<file path="src/rtl/feistel_decrypt_core.sv">
// Iterative Feistel cipher core, one round per clock, selectable encrypt/decrypt per block.
// Blocks enter and leave over valid/ready handshakes; results are held in DONE until taken.
`timescale 1ns/1ps
module feistel_decrypt_core #(
  parameter int DATA_W = 64,
  parameter int ROUNDS = 8
) (
  input  logic              clk,
  input  logic              reset,
  input  logic              in_valid,
  output logic              in_ready,
  input  logic [DATA_W-1:0] in_block,
  input  logic [DATA_W-1:0] in_key,
  input  logic              in_mode,
  output logic              out_valid,
  input  logic              out_ready,
  output logic [DATA_W-1:0] out_block,
  output logic              busy
);

  localparam int H  = DATA_W / 2;
  localparam int CW = $clog2(ROUNDS + 1);
  localparam logic [CW-1:0] LAST_CNT = CW'(ROUNDS - 1);

  typedef enum logic [1:0] {IDLE = 2'd0, RUN = 2'd1, DONE = 2'd2} state_t;

  state_t            r_state;
  logic [DATA_W-1:0] r_data;
  logic [DATA_W-1:0] r_key;
  logic              r_mode;
  logic [CW-1:0]     r_cnt;
  logic              r_in_ready;
  logic              r_out_valid;
  logic [DATA_W-1:0] r_out_block;
  logic              r_busy;

  logic [H-1:0]      w_key_sel;
  logic [H-1:0]      w_rk;
  logic [H-1:0]      w_f;
  logic [DATA_W-1:0] w_next;
  logic              w_last;

  function automatic logic [H-1:0] rotl(input logic [H-1:0] x, input int unsigned s);
    logic [2*H-1:0] w;
    w = {x, x} << (s % H);
    return w[2*H-1:H];
  endfunction

  function automatic logic [H-1:0] round_f(input logic [H-1:0] x, input logic [H-1:0] k);
    return rotl(x ^ k, 32'd3) + k;
  endfunction

  // Round key, round function and next half-block pair for the current counter value
  always_comb begin
    w_key_sel = '0;
    w_f       = '0;
    w_next    = r_data;
    if (r_cnt[0] == 1'b0) begin
      w_key_sel = r_key[DATA_W-1:H];
    end else begin
      w_key_sel = r_key[H-1:0];
    end
    w_rk = rotl(w_key_sel, 32'(r_cnt));
    if (r_mode) begin
      w_f    = round_f(r_data[H-1:0], w_rk);
      w_next = {r_data[H-1:0], r_data[DATA_W-1:H] ^ w_f};
    end else begin
      w_f    = round_f(r_data[DATA_W-1:H], w_rk);
      w_next = {r_data[H-1:0] ^ w_f, r_data[DATA_W-1:H]};
    end
    if (r_mode) begin
      w_last = (r_cnt == LAST_CNT);
    end else begin
      w_last = (r_cnt == '0);
    end
  end

  // Control FSM with all handshake outputs registered
  always_ff @(posedge clk or negedge reset) begin
    if (!reset) begin
      r_state     <= IDLE;
      r_data      <= '0;
      r_key       <= '0;
      r_mode      <= 1'b0;
      r_cnt       <= '0;
      r_in_ready  <= 1'b1;
      r_out_valid <= 1'b0;
      r_out_block <= '0;
      r_busy      <= 1'b0;
    end else begin
      case (r_state)
        IDLE: begin
          if (in_valid) begin
            r_data     <= in_block;
            r_key      <= in_key;
            r_mode     <= in_mode;
            r_cnt      <= in_mode ? '0 : LAST_CNT;
            r_in_ready <= 1'b0;
            r_busy     <= 1'b1;
            r_state    <= RUN;
          end
        end
        RUN: begin
          r_data <= w_next;
          if (w_last) begin
            r_out_block <= w_next;
            r_out_valid <= 1'b1;
            r_state     <= DONE;
          end else if (r_mode) begin
            r_cnt <= r_cnt + CW'(1);
          end else begin
            r_cnt <= r_cnt - CW'(1);
          end
        end
        DONE: begin
          if (out_ready) begin
            r_out_valid <= 1'b0;
            r_in_ready  <= 1'b1;
            r_busy      <= 1'b0;
            r_state     <= IDLE;
          end
        end
        default: begin
          r_state <= IDLE;
        end
      endcase
    end
  end

  assign in_ready  = r_in_ready;
  assign out_valid = r_out_valid;
  assign out_block = r_out_block;
  assign busy      = r_busy;

endmodule

</file>
<file path="config.mk">
export PLATFORM = sky130hd
export DESIGN_NAME = feistel_decrypt_core
export DESIGN_NICKNAME = d
export VERILOG_FILES = /design/src/rtl/feistel_decrypt_core.sv
export SDC_FILE = /design/constraint.sdc
export NUM_CORES = 1
export LEC_CHECK = 0
export BUFFER_PORTS_ARGS = -buffer_cell sky130_fd_sc_hd__buf_2
export CORE_AREA = 2 2 186 188
export DETAILED_ROUTE_END_ITERATION = 6
export DIE_AREA = 0 0 188 190
export MAX_ROUTING_LAYER = met4
export PLACE_DENSITY = 0.69
export SKIP_CTS_REPAIR_TIMING = 1
export SYNTH_ARGS = -nofsm -noshare
export SYNTH_HDL_FRONTEND = slang
export SYNTH_SLANG_ARGS = --single-unit
export TNS_END_PERCENT = 5
</file>
<file path="constraint.sdc">
create_clock -name clk -period 14.84 [get_ports clk]
set_input_delay 2.226 -clock clk [delete_from_list [all_inputs] [get_ports clk]]
set_output_delay 2.226 -clock clk [all_outputs]
set_load 0.01 [all_outputs]
</file>
==> tab_implementation.tex <==
\begin{tabular}{lr}
\hline
Metric & Value \\
\hline
\multicolumn{2}{l}{\textbf{STA}} \\
Number of setup violations in the final report & 0 \\
Clock Skew & 0.0220 ns \\
Final critical-path required period & 6.13 ns \\
Fin Setup TNS & 0 ns \\
Top achievable clock speed & 0.163 GHz \\
Slew of the pin with the lowest slew margin & $\sim$1.1 ns \\
Fraction of the cycle the final worst path needs & 0.413 \\
Setup repair after global routing missed its margin & no \\
Max\_slew headroom & 0.255 \\
Total count of hold-check failures in the final report & 0 \\
Number of slew-limit violations in the final report & 0 \\
\multicolumn{2}{l}{\textbf{Layout}} \\
Final Non-Filler Cells & 2359 \\
Final antenna diode count & 0 \\
Fin nets & 2082 \\
Layout overhead on the synthesized area & 11.9\% \\
Layout cell share with drive strength beyond 1 & 0.234 \\
\multicolumn{2}{l}{\textbf{Worst setup path}} \\
Worst Path Required & 15.25 ns \\
Worst r2r src & r\_cnt[1] \\
CP Launch Point & r\_cnt[1] \\
Type of origin of the critical path & flip-flop \\
Maximum net fanout on the critical path & 70 \\
Minimum setup slack among reg-to-reg paths & 8.71 ns \\
Worst reg2reg path endpoint & out\_block[60] \\
Cell depth of the worst flop-to-flop path & 18 \\
Setup crit end & out\_block[60] \\
CP Class & reg2reg \\
Critical Path End Type & flip-flop \\
Crit path arrival time & 6.54 ns \\
\multicolumn{2}{l}{\textbf{Status}} \\
Run status & complete, no violations \\
\multicolumn{2}{l}{\textbf{Detailed routing}} \\
DRC & 0 \\
Routed wire per std cell & roughly 21 um \\
Mean number of vias per cell & around 6 \\
Via Count & 14000 \\
Final Routed Wirelength & 48.8 mm \\
DRT iter0 DRCs & 1245 \\
Number of search-and-repair iterations in the first detailed-routing pass & 7 \\
Antenna Nets Post-Route & 0 \\
\multicolumn{2}{l}{\textbf{Clock network}} \\
Count of H-tree levels built during CTS & 1 \\
TritonCTS Buffers & 23 \\
Insertion delay to the later sink of the worst-skew pair & 0.55 ns \\
Root Driver & sky130\_fd\_sc\_hd\_\_clkbuf\_16 \\
Clock Tree Buf Depth & 3 \\
Clock tree from TritonCTS & done \\
Clock transition at the register clock pins on the worst setup and hold paths after CTS & 0.06 ns \\
CTS sink count & 202 \\
\multicolumn{2}{l}{\textbf{Place}} \\
Global placement routability congestion & 0.945 \\
Post-DP HPWL & 37.2 mm \\
Cells after DPL & 2317 \\
Count of input and output buffers & between 150 and 200 \\
\multicolumn{2}{l}{\textbf{Global route}} \\
Pin count of the biggest net entering global routing & about 100 \\
Vias in the first global route & 13300 \\
Tot GR Track Use & 0.279 \\
Wire length of the first global-routing pass & 76.4 mm \\
Antenna violations before repair & 0 \\
Total overflow reported by the global router & 0 \\
\multicolumn{2}{l}{\textbf{Synthesis}} \\
Number of warnings printed during yosys synthesis & 0 \\
Sequential area share after synthesis & 0.302 \\
Synthesized area per cell & about 9.5 um2 \\
Syn Inst Count & 1766 \\
Number of flip-flops and latches in the synthesized netlist & 202 \\
Number of flops mapped to enable cells by yosys & 0 \\
Post-synthesis async set-or-reset flop share & 1.00 \\
Post-Synthesis Net Count & 1961 \\
Dominant register cell in the synthesized netlist & sky130\_fd\_sc\_hd\_\_dfrtp\_1 \\
Netlist cell types & 92 \\
Area of the mapped netlist & 0.0167 mm2 \\
\multicolumn{2}{l}{\textbf{Floorplanning}} \\
Initial Utilization & 0.493 \\
Chip Width & between 150 and 200 um \\
DIE AREA & 0.0357 mm2 \\
Count of standard-cell rows & 68 \\
Ports placed on the boundary & 200 \\
Core area & 0.0339 mm2 \\
Vert. Die Dim & 190 um \\
\multicolumn{2}{l}{\textbf{Worst hold path}} \\
Min-Delay Path Class & reg2reg \\
\multicolumn{2}{l}{\textbf{Flow run}} \\
Number of violations of the max-capacitance limit & 0 \\
\hline
\end{tabular}
how the worst min path moves through the flow:
stage	slack, ns	cells after the start	startpoint	endpoint
2_1_floorplan	0.50	2	r_data[40]	r_data[40]
3_3_place_gp	0.46	2	out_block[8]	out_block[8]
3_5_place_dp	0.46	2	out_block[21]	out_block[21]
4_1_cts	0.48	2	out_block[21]	out_block[21]
5_1_grt	0.49	2	out_block[37]	out_block[37]
6_report	0.47	2	out_block[21]	out_block[21]
layout by cell type (no fill, tap or decap), types with 8 or more instances in the layout:
master	instances
sky130_fd_sc_hd__a211oi_1	11
sky130_fd_sc_hd__a21o_1	39
sky130_fd_sc_hd__a21oi_1	120
sky130_fd_sc_hd__a31oi_1	14
sky130_fd_sc_hd__and2_1	14
sky130_fd_sc_hd__and3_1	34
sky130_fd_sc_hd__buf_2	198
sky130_fd_sc_hd__buf_4	14
sky130_fd_sc_hd__clkbuf_16	23
sky130_fd_sc_hd__dfrtp_1	196
sky130_fd_sc_hd__ha_1	61
sky130_fd_sc_hd__inv_1	34
sky130_fd_sc_hd__mux2_2	79
sky130_fd_sc_hd__mux2i_1	65
sky130_fd_sc_hd__mux4_2	71
sky130_fd_sc_hd__nand2_1	182
sky130_fd_sc_hd__nand2b_1	18
sky130_fd_sc_hd__nand3_1	31
sky130_fd_sc_hd__nand3b_1	15
sky130_fd_sc_hd__nand4_1	9
sky130_fd_sc_hd__nor2_1	98
sky130_fd_sc_hd__nor2b_1	24
sky130_fd_sc_hd__nor3_1	17
sky130_fd_sc_hd__nor3b_1	8
sky130_fd_sc_hd__o21a_1	9
sky130_fd_sc_hd__o21ai_0	125
sky130_fd_sc_hd__o21ai_1	32
sky130_fd_sc_hd__o21bai_1	10
sky130_fd_sc_hd__xnor2_1	117
sky130_fd_sc_hd__xor2_1	100
routing by layer:
layer  routed length (um)  global-route usage  up-vias  share of wire
li1                     -                   -     6584              -
met1                22300               0.395     6767           0.46
met2                21600               0.418      523           0.44
met3                 3530              0.0415       84          0.072
met4                 1360              0.0800        0          0.028
met5                    0                   -        -              0
logic make-up (layout without fill, tap and decap cells):
group	count (synthesis)	count (layout)	synth area share
simple gates	477	477	0.136
compound gates	422	422	0.156
xor+xnor	224	224	0.123
mux	224	224	0.196
flops	202	202	0.302
buf+inv	154	292	0.0397
fa+ha+maj	63	63	0.0474
area by class of cell:
cell class                 instances  area (um2)
clock buffer                      29         608
clock inverter                    13         181
inverter                          37         139
tap                              455         569
multi-input combinational       1410       11000
timing repair buffer             213        1110
fill                            3045       15200
sequential                       202        5060
through the flow:
stage / util / setup WS (ns) / cell area [um2] / hold WS [ns]
floorplan: - / 9.18 / 16700 / 0.500
global placement: 0.528 / 8.79 / 17900 / 0.459
detailed placement: 0.528 / 8.78 / 17900 / 0.465
CTS: 0.551 / 8.75 / 18700 / 0.479
global route: 0.551 / 8.28 / 18700 / 0.491
finish: 0.551 / 8.71 / 18700 / 0.472
flip-flops by register name, indices dropped and copies added, names as in the netlist:
register,flops
out_block,64
r_state,2
r_data,64
r_mode,1
out_valid,1
in_ready,1
busy,1
r_key,64
r_cnt,4
critical path: stages, from the launching register on:
cell and delay (ns):
sky130_fd_sc_hd__dfrtp_4 1.14, sky130_fd_sc_hd__mux4_2 0.63, sky130_fd_sc_hd__mux2_2 0.29, sky130_fd_sc_hd__o21ai_0 0.75
sky130_fd_sc_hd__xnor2_1 0.16, sky130_fd_sc_hd__ha_1 0.49, sky130_fd_sc_hd__nand2_1 0.16, sky130_fd_sc_hd__o21ai_0 0.61
sky130_fd_sc_hd__nand2_1 0.11, sky130_fd_sc_hd__nand2_1 0.09, sky130_fd_sc_hd__a21o_1 0.12, sky130_fd_sc_hd__a21oi_1 0.06
sky130_fd_sc_hd__o21bai_1 0.30, sky130_fd_sc_hd__nor4b_1 0.09, sky130_fd_sc_hd__a31oi_1 0.16, sky130_fd_sc_hd__o21ai_0 0.12
sky130_fd_sc_hd__a211oi_2 0.26, sky130_fd_sc_hd__xor2_1 0.27, sky130_fd_sc_hd__o21ai_1 0.11
cell usage after synthesis, types with 4 or more instances:
cell | count | share of area
sky130_fd_sc_hd__buf_6 | 5 | 0.0034
sky130_fd_sc_hd__o21ai_0 | 125 | 0.037
sky130_fd_sc_hd__o21bai_1 | 10 | 0.0045
sky130_fd_sc_hd__and2_1 | 14 | 0.0052
sky130_fd_sc_hd__clkbuf_1 | 77 | 0.017
sky130_fd_sc_hd__a211oi_1 | 11 | 0.0049
sky130_fd_sc_hd__a32o_1 | 4 | 0.0024
sky130_fd_sc_hd__o21ai_1 | 33 | 0.0099
sky130_fd_sc_hd__nand2b_1 | 18 | 0.0067
sky130_fd_sc_hd__nor2b_1 | 24 | 0.0090
sky130_fd_sc_hd__a31oi_1 | 14 | 0.0052
sky130_fd_sc_hd__mux2i_2 | 4 | 0.0033
sky130_fd_sc_hd__xnor3_1 | 5 | 0.0067
sky130_fd_sc_hd__nand3b_1 | 15 | 0.0067
sky130_fd_sc_hd__buf_2 | 10 | 0.0030
sky130_fd_sc_hd__or3_1 | 4 | 0.0015
sky130_fd_sc_hd__nor4_1 | 4 | 0.0015
sky130_fd_sc_hd__a21oi_1 | 120 | 0.036
sky130_fd_sc_hd__xnor2_1 | 117 | 0.061
sky130_fd_sc_hd__nand4_1 | 9 | 0.0034
sky130_fd_sc_hd__buf_1 | 22 | 0.0049
sky130_fd_sc_hd__mux4_2 | 71 | 0.096
sky130_fd_sc_hd__nand3_1 | 31 | 0.0093
sky130_fd_sc_hd__nor2_1 | 101 | 0.023
sky130_fd_sc_hd__mux2_2 | 79 | 0.053
sky130_fd_sc_hd__and3_1 | 34 | 0.013
sky130_fd_sc_hd__inv_1 | 34 | 0.0076
sky130_fd_sc_hd__nor3b_1 | 8 | 0.0036
sky130_fd_sc_hd__nand2_1 | 184 | 0.041
sky130_fd_sc_hd__o31ai_1 | 5 | 0.0022
sky130_fd_sc_hd__a21o_1 | 39 | 0.017
sky130_fd_sc_hd__nor3_1 | 17 | 0.0051
sky130_fd_sc_hd__mux2i_1 | 65 | 0.039
sky130_fd_sc_hd__ha_1 | 61 | 0.046
sky130_fd_sc_hd__dfrtp_1 | 201 | 0.30
sky130_fd_sc_hd__xor2_1 | 100 | 0.052
sky130_fd_sc_hd__o21a_1 | 9 | 0.0040
Power is not shown: default switching activity piles up to over one toggle a cycle in this logic, so the estimate is an artifact.
